## src/rtl/antirrebote_botones_if.sv

```systemverilog
// Signal bundle between the raw frequency-selection buttons and the debouncer.
// The debouncer side is the slave; whatever drives the buttons is the master.
interface antirrebote_botones_if;
    logic boton_aumento_in;
    logic boton_disminuye_in;
    logic enable;
    logic pulso_aumento;
    logic pulso_disminuye;
    logic aumento_estable;
    logic disminuye_estable;
    logic conflicto;

    modport master (
        output boton_aumento_in,
        output boton_disminuye_in,
        output enable,
        input  pulso_aumento,
        input  pulso_disminuye,
        input  aumento_estable,
        input  disminuye_estable,
        input  conflicto
    );

    modport slave (
        input  boton_aumento_in,
        input  boton_disminuye_in,
        input  enable,
        output pulso_aumento,
        output pulso_disminuye,
        output aumento_estable,
        output disminuye_estable,
        output conflicto
    );
endinterface

```

## src/rtl/antirrebote_botones.sv

```systemverilog
// Synchronises and debounces the increase/decrease buttons and turns each
// accepted press into a single-cycle pulse for the frequency counter.
module antirrebote_botones #(
    parameter int N_DEBOUNCE = 500000,
    parameter int CNT_W      = 20
) (
    input logic                  clk,
    input logic                  reset,
    antirrebote_botones_if.slave bus
);

    typedef enum logic [1:0] {
        REPOSO,
        FILTRO_PRESION,
        PRESIONADO,
        FILTRO_LIBERA
    } estado_t;

    localparam logic [CNT_W-1:0] CNT_MAX = CNT_W'(N_DEBOUNCE - 1);

    // Index 0 is the increase button, index 1 the decrease button.
    logic [1:0]       raw;
    logic [1:0]       s1;
    logic [1:0]       s2;
    estado_t          estado      [2];
    estado_t          estado_next [2];
    logic [CNT_W-1:0] cnt         [2];
    logic [CNT_W-1:0] cnt_next    [2];
    logic [1:0]       acepta;
    logic             pulso_aumento_q;
    logic             pulso_disminuye_q;
    logic             conflicto_q;

    assign raw = {bus.boton_disminuye_in, bus.boton_aumento_in};

    always_ff @(posedge clk) begin
        if (reset) begin
            s1 <= 2'b00;
            s2 <= 2'b00;
        end else begin
            s1 <= raw;
            s2 <= s1;
        end
    end

    always_ff @(posedge clk) begin
        for (int i = 0; i < 2; i++) begin
            if (reset) begin
                estado[i] <= REPOSO;
                cnt[i]    <= '0;
            end else begin
                estado[i] <= estado_next[i];
                cnt[i]    <= cnt_next[i];
            end
        end
    end

    // Counter saturates at CNT_MAX because reaching it always leaves the filter state.
    always_comb begin
        for (int i = 0; i < 2; i++) begin
            estado_next[i] = estado[i];
            cnt_next[i]    = cnt[i];
            acepta[i]      = 1'b0;
            case (estado[i])
                REPOSO: begin
                    if (s2[i]) begin
                        estado_next[i] = FILTRO_PRESION;
                        cnt_next[i]    = '0;
                    end
                end
                FILTRO_PRESION: begin
                    if (!s2[i]) begin
                        estado_next[i] = REPOSO;
                        cnt_next[i]    = '0;
                    end else if (cnt[i] == CNT_MAX) begin
                        estado_next[i] = PRESIONADO;
                        acepta[i]      = 1'b1;
                    end else begin
                        cnt_next[i] = cnt[i] + CNT_W'(1);
                    end
                end
                PRESIONADO: begin
                    if (!s2[i]) begin
                        estado_next[i] = FILTRO_LIBERA;
                        cnt_next[i]    = '0;
                    end
                end
                FILTRO_LIBERA: begin
                    if (s2[i]) begin
                        estado_next[i] = PRESIONADO;
                        cnt_next[i]    = '0;
                    end else if (cnt[i] == CNT_MAX) begin
                        estado_next[i] = REPOSO;
                    end else begin
                        cnt_next[i] = cnt[i] + CNT_W'(1);
                    end
                end
                default: begin
                    estado_next[i] = REPOSO;
                    cnt_next[i]    = '0;
                end
            endcase
        end
    end

    // Simultaneous acceptance is ambiguous for the counter, so both pulses are dropped.
    always_ff @(posedge clk) begin
        if (reset) begin
            pulso_aumento_q   <= 1'b0;
            pulso_disminuye_q <= 1'b0;
            conflicto_q       <= 1'b0;
        end else begin
            pulso_aumento_q   <= acepta[0] & ~acepta[1] & bus.enable;
            pulso_disminuye_q <= acepta[1] & ~acepta[0] & bus.enable;
            conflicto_q       <= acepta[0] & acepta[1];
        end
    end

    assign bus.pulso_aumento     = pulso_aumento_q;
    assign bus.pulso_disminuye   = pulso_disminuye_q;
    assign bus.conflicto         = conflicto_q;
    assign bus.aumento_estable   = (estado[0] == PRESIONADO) || (estado[0] == FILTRO_LIBERA);
    assign bus.disminuye_estable = (estado[1] == PRESIONADO) || (estado[1] == FILTRO_LIBERA);

endmodule
```

## src/flat_wrapper.sv

```systemverilog
// flat-port wrapper written by rule: the top's interface ports become plain ports
module antirrebote_botones_flat 
#(
    parameter int N_DEBOUNCE = 500000,
    parameter int CNT_W      = 20
)
  (clk, reset, bus_boton_aumento_in, bus_boton_disminuye_in, bus_enable, bus_pulso_aumento, bus_pulso_disminuye, bus_aumento_estable, bus_disminuye_estable, bus_conflicto);
  antirrebote_botones_if bus_i ();
  input logic clk;
  input logic reset;
  input wire logic [$bits(bus_i.boton_aumento_in)-1:0] bus_boton_aumento_in;
  input wire logic [$bits(bus_i.boton_disminuye_in)-1:0] bus_boton_disminuye_in;
  input wire logic [$bits(bus_i.enable)-1:0] bus_enable;
  output wire logic [$bits(bus_i.pulso_aumento)-1:0] bus_pulso_aumento;
  output wire logic [$bits(bus_i.pulso_disminuye)-1:0] bus_pulso_disminuye;
  output wire logic [$bits(bus_i.aumento_estable)-1:0] bus_aumento_estable;
  output wire logic [$bits(bus_i.disminuye_estable)-1:0] bus_disminuye_estable;
  output wire logic [$bits(bus_i.conflicto)-1:0] bus_conflicto;
  assign bus_i.boton_aumento_in = bus_boton_aumento_in;
  assign bus_i.boton_disminuye_in = bus_boton_disminuye_in;
  assign bus_i.enable = bus_enable;
  assign bus_pulso_aumento = bus_i.pulso_aumento;
  assign bus_pulso_disminuye = bus_i.pulso_disminuye;
  assign bus_aumento_estable = bus_i.aumento_estable;
  assign bus_disminuye_estable = bus_i.disminuye_estable;
  assign bus_conflicto = bus_i.conflicto;
  antirrebote_botones #(.N_DEBOUNCE(N_DEBOUNCE), .CNT_W(CNT_W)) u_core (.clk(clk), .reset(reset), .bus(bus_i));
endmodule
```

## config.mk

```make
export PLATFORM = sky130hd
export DESIGN_NAME = antirrebote_botones_flat
export DESIGN_NICKNAME = d
export VERILOG_FILES = /design/src/rtl/antirrebote_botones_if.sv /design/src/rtl/antirrebote_botones.sv /design/src/flat_wrapper.sv
export SDC_FILE = /design/constraint.sdc
export NUM_CORES = 1
export LEC_CHECK = 0
export ABC_AREA = 1
export CAP_MARGIN = 20
export CORE_MARGIN = 5
export CORE_UTILIZATION = 55
export CTS_CLUSTER_DIAMETER = 80
export DETAILED_ROUTE_END_ITERATION = 10
export PLACE_DENSITY = 0.73
export REMOVE_ABC_BUFFERS = 1
export SYNTH_ARGS = -nofsm -noshare
export SYNTH_HDL_FRONTEND = slang
export SYNTH_SLANG_ARGS = --single-unit
```

## constraint.sdc

```tcl
create_clock -name clk -period 1.4 [get_ports clk]
set_input_delay 0.28 -clock clk [delete_from_list [all_inputs] [get_ports clk]]
set_output_delay 0.28 -clock clk [all_outputs]
set_load 0.02 [all_outputs]
```

== Word-level counts from Yosys, hierarchy flattened ==
Memories as Yosys holds them, arrays and structs flattened.
Index checks and enable logic that the tools add are counted.
W data, S select, Z words.
Storage, ports and cells
  register bits: 7
  memory bits (writable): 44
  input port bits: 5
  word-level logic and storage cells: 71
  memories kept: 2
  output and inout bits: 5
Memories
  u_core.cnt: words 2, width 20, read ports 2, clocked after Yosys merged registers in 0, write ports 2, line antirrebote_botones.sv:27  | logic [CNT_W-1:0] cnt [2];
  u_core.estado: words 2, width 2, read ports 2, clocked after Yosys merged registers in 0, write ports 2, line antirrebote_botones.sv:25  | estado_t estado [2];
Operators by class
  equal/unequal tests: 8
  bitwise gates (word level): 11
  add/subtract/negate cells: 2
  multiplexer cells: 39
  reduce and logical (&&, ||, !) cells: 4
Operators by type and width (number)
  $mux W20: 12
  $pmux W20 S4: 2
  $add A20 B1 Y20 const B: 2
  $eq A20 B19 Y1 const B: 2
  $mux W2: 14
  $pmux W2 S4: 2
  $mux W1: 9
  $eq A2 B2 Y1 const B: 4
  $and A1 B1 Y1: 5
  $eq A2 B1 Y1 const B: 2
  $logic_not A2 Y1: 2
  $or A1 B1 Y1: 4
  $logic_or A1 B1 Y1: 2
  $not A1 Y1: 2

== Logic depth before layout (Yosys ltp) ==
  depth after elaboration: 7
  mapped depth: 10
  depth with buffers taken out: 10

== Least setup slack after synthesis ==
Ideal clock, no wire load.
  path type: flip-flop to flip-flop
  start point: memory u_core.cnt[1][0]
  end point: memory u_core.cnt[1][12]
  clock period less this slack: 1419 ps
  stages on the path, launching flop included: 9
  data required time: 1268 ps
  path slack: -19 ps
  path buffers: 0
  arrival time: 1287 ps
  setup time: 132 ps
  path through: dfxtp_1 -> ha_1 -> nand3_1 -> inv_1 -> nand2_1 -> nor2_4 -> or2_2 -> nand3_1 -> a21oi_1
RTL lines (line)
  start: declaration: antirrebote_botones.sv:27

==> results.rst <==
.. list-table::
   :header-rows: 1

   * - Metric
     - Value
   * - Worst-path clk slew
     - 0.10 ns
   * - Buffers plus inverters on the worst setup path
     - 2
   * - Crit path max-delay cell type
     - dfxtp_4
   * - Final Wtd Congestion
     - 0.920
   * - Synth cell types
     - 38
   * - Tightest hold margin
     - 0.415 ns
   * - Antenna Diode Count
     - 0
   * - Syn Inst Count
     - 477
   * - Leading cell type in the layout, fill and taps excluded
     - nand2_1
   * - Number of hold buffers added after cts
     - 0
   * - RSZ-0062 raised after global routing
     - true
   * - HPWL after DPL
     - 5670 um
   * - Clk sink count
     - 51
   * - DRT iter0 DRCs
     - ~300
   * - Die span in x
     - 83.6 um
   * - Fill cell total of the finished layout
     - 312
   * - Maximum buffer depth of the clock tree
     - 2
   * - Seq/Total Area, Yosys
     - 34.3%
   * - Cell taking the most area after synthesis
     - dfxtp_1
   * - Setup-violating endpoint count in the final report
     - 6
   * - FFs w/ async S/R, synth
     - 0%
   * - Largest fanout on the critical path
     - 4
   * - Effective utilization at floorplan
     - 57.5%
   * - Number of warnings issued by yosys
     - 0
   * - Antenna violation net count after detailed routing
     - 0
   * - Register bit total from synthesis
     - between 50 and 60
   * - Min cycle time layout
     - ~1.5 ns
   * - Average wire per standard cell
     - 15.0 um
   * - Data required time of the critical path
     - 1.61 ns
   * - Final standard cell utilization of the core
     - 82.4%
   * - Violated checks
     - setup timing
   * - Rel. slew slack
     - 77.5%
   * - Clock buffers created by TritonCTS
     - 5
   * - Cell internal pwr
     - 0.00210 W
   * - Clock Latency Late Sink
     - 0.31 ns
   * - Mapped Avg Cell Area
     - 6.24 um2
   * - Class of the tightest hold or removal check
     - reg -> reg
   * - Number of maximum-capacitance constraint violations
     - 0
   * - Setup clock skew after layout
     - 0.00877 ns
   * - Top area cells in the synthesized netlist
     - dfxtp_1 (34%), nand2_1 (18%), nor2_1 (7.7%)
   * - Total global-route track usage
     - 22.9%
   * - Pins over their slew limit
     - 0
   * - Post-Synthesis Cell Area
     - 0.00298 mm2
   * - Kind of cell adding the most delay to the critical path
     - simple AND/OR/NAND/NOR gates
   * - Sum of overflow across all layers after global routing
     - 0
   * - Initial antenna violation count
     - 0
   * - Cell chain of the critical path
     - nand2_4 -> nor2_4 -> buf_6 -> nand2_4 -> nor2_4 -> buf_6 -> nand3b_1 -> o21ai_1 -> a21oi_1
   * - Standard-cell row count
     - 26
   * - Clk network pwr share
     - about two fifths
   * - Vias post-DR
     - 3552
   * - Std-Cell Core Area
     - 0.00517 mm2
   * - Part of the total power dissipated in sequential elements
     - about 53%
   * - Wire length of the first global-routing pass
     - ~14000 um
   * - Vias/cell
     - 5.62
   * - Iteration count of the initial detailed-routing pass
     - 5
   * - Number of top-level design ports
     - 10
   * - Startpoint Class
     - flop
   * - H-Tree Level Count
     - 2
   * - Cell area after placement
     - 0.00357 mm2
   * - Clock tree root driver cell
     - clkbuf_8
   * - Area grow syn2layout
     - 43.2%
   * - Class of the most critical setup path
     - reg -> reg
   * - Clock tree from TritonCTS
     - built
   * - Predominant post-synthesis flop cell
     - dfxtp_1
   * - Element type at the critical path end
     - flop
   * - Total Die Area
     - 0.00698 mm2
   * - Most frequent cells in the layout
     - nand2_1 (128), buf_4 (69), inv_1 (51)
   * - P_sw
     - 0.000626 W
   * - Via count of the first global-routing pass
     - around 3000
   * - Crit path largest cell delay
     - 0.39 ns
   * - Number of buffers inserted by port buffering
     - 9
   * - Peak supply drop
     - 0.519 mV
   * - Fraction of post-synthesis cell area in the top cell type by area
     - between 30% and 40%
   * - Final instance area
     - 0.00426 mm2
   * - Fraction of final layout cells with drive strength greater than 1
     - a little under two fifths
   * - Fmax
     - 0.669 GHz
   * - WP data arrival
     - 1.70 ns
   * - Final Cycle Share
     - 107%
   * - Outcome
     - finished with violations
   * - Residual DRC
     - 0
   * - Total length of routed wires
     - 9490 um
   * - Pwr per Cell Area
     - 641 mW/mm2
   * - Worst Slack Setup Final
     - -0.0954 ns
   * - Net Sw Frac
     - a little under a quarter
   * - DIE HEIGHT
     - 83.6 um
   * - Total number of nets in the final design
     - 568
   * - Combinational group share of total power
     - 7.0%
   * - Maximum number of pins on one net before global-route repair
     - 16
   * - Post-synth EDFFs
     - 0
   * - Leakage
     - 1.69 nW
   * - Number of endpoints with negative hold slack in the final report
     - 0
   * - Slew @ Worst Pin
     - approximately 0.34 ns
==> state kept, by name, indices dropped and copies added (netlist names), named ones only <==
name	count
u_core.bus.pulso_disminuye	1
u_core.s2	2
u_core.estado	2
u_core.cnt	40
u_core.bus.pulso_aumento	1
u_core.bus.conflicto	1
u_core.s1	2
==> layer usage <==
| metal | track usage, % | vias up | routed length, um |
|---|---|---|---|
| li1 | - | 1691 | - |
| met5 | 0 | - | 0 |
| met2 | 37.0 | 156 | 4580 |
| met3 | 4.24 | 37 | 597 |
| met4 | 5.99 | 0 | 285 |
| met1 | 31.3 | 1668 | 4030 |
==> path summary, 6_finish.rpt <==
kind / startpoint / end / slack, ns / cells after the start
setup / recovery: u_core.cnt[0][1] / u_core.cnt[0][15] / -0.1 / 9
hold / removal: u_core.s1[0] / u_core.s2[0] / 0.42 / 2
setup reg to reg: u_core.cnt[0][1] / u_core.cnt[0][15] / -0.1 / 9
hold reg to reg: u_core.s1[0] / u_core.s2[0] / 0.42 / 2
==> area by class of cell <==
class                           count  area [um2]  share of cell area [%]
Clock buffer                        6        82.6                    1.94
Multi-Input combinational cell    353        2000                    47.0
Sequential cell                    51        1080                    25.4
Tap cell                           70        87.6                    2.06
Inverter                           61         234                    5.49
Clock inverter                      2        35.0                   0.822
Timing Repair Buffer               89         734                    17.2
==> Yosys cell counts, types with 2 or more instances <==
master / count
nor2_2: 5
buf_4: 2
o21ai_1: 3
nor2_1: 61
dfxtp_1: 51
nand2_1: 141
nor3b_1: 3
nand3_1: 38
o21bai_1: 4
or2_2: 2
o21ai_0: 11
nand2_4: 2
nand2_2: 2
buf_2: 5
inv_2: 2
nor2_4: 4
nand3b_1: 4
o21ai_2: 2
nor3_1: 18
nand4_1: 10
ha_1: 2
inv_1: 57
clkbuf_1: 2
a21oi_1: 32
==> worst register-to-register path, stage by stage (launching register included) <==
cell and delay (ns):
dfxtp_4 0.39, nand2_4 0.07, nor2_4 0.10, buf_6 0.11, nand2_4 0.05, nor2_4 0.13, buf_6 0.14, nand3b_1 0.12
o21ai_1 0.21, a21oi_1 0.07
==> through the flow <==
stage	total power (W)	setup TNS (ns)	setup slack (ns)	std cells
final	0.00273	-0.200	-0.0954	632
after global routing	0.00283	-2.00	-0.149	632
after CTS	0.00274	-0.00655	-0.00525	622
after detailed placement	0.00166	-1.25	-0.0881	606
after global placement	0.00165	-0.596	-0.0642	606
after floorplan	0.00157	-6.63	-0.460	464
==> kinds of logic (layout without fill, tap and decap cells) <==
logic type | count (synthesis) | count (layout) | share of synthesized area, %
compound gates | 56 | 56 | 10.3
fa+ha+maj | 2 | 2 | 0.841
buf+inv | 74 | 158 | 10.4
flops | 51 | 51 | 34.3
simple gates | 294 | 295 | 44.1
==> power groups by stage <==
stage          sequential (W)  clock [W]  combinational, W
6_report              0.00145    0.00109          0.000192
5_1_grt               0.00145    0.00117          0.000207
4_1_cts               0.00147    0.00111          0.000161
3_5_place_dp          0.00150          0          0.000158
3_3_place_gp          0.00150          0          0.000155
2_1_floorplan         0.00150          0         0.0000661
==> timing repair <==
| action | CTS | global route |
|---|---|---|
| setup endpoints to repair | 42 | 47 |
| gates resized for setup | 30 | 117 |
| pin swaps | 9 | 42 |
| buffers inserted | 8 | 11 |
| cloned | 1 | 0 |
Power figures use the tool's default switching activity.
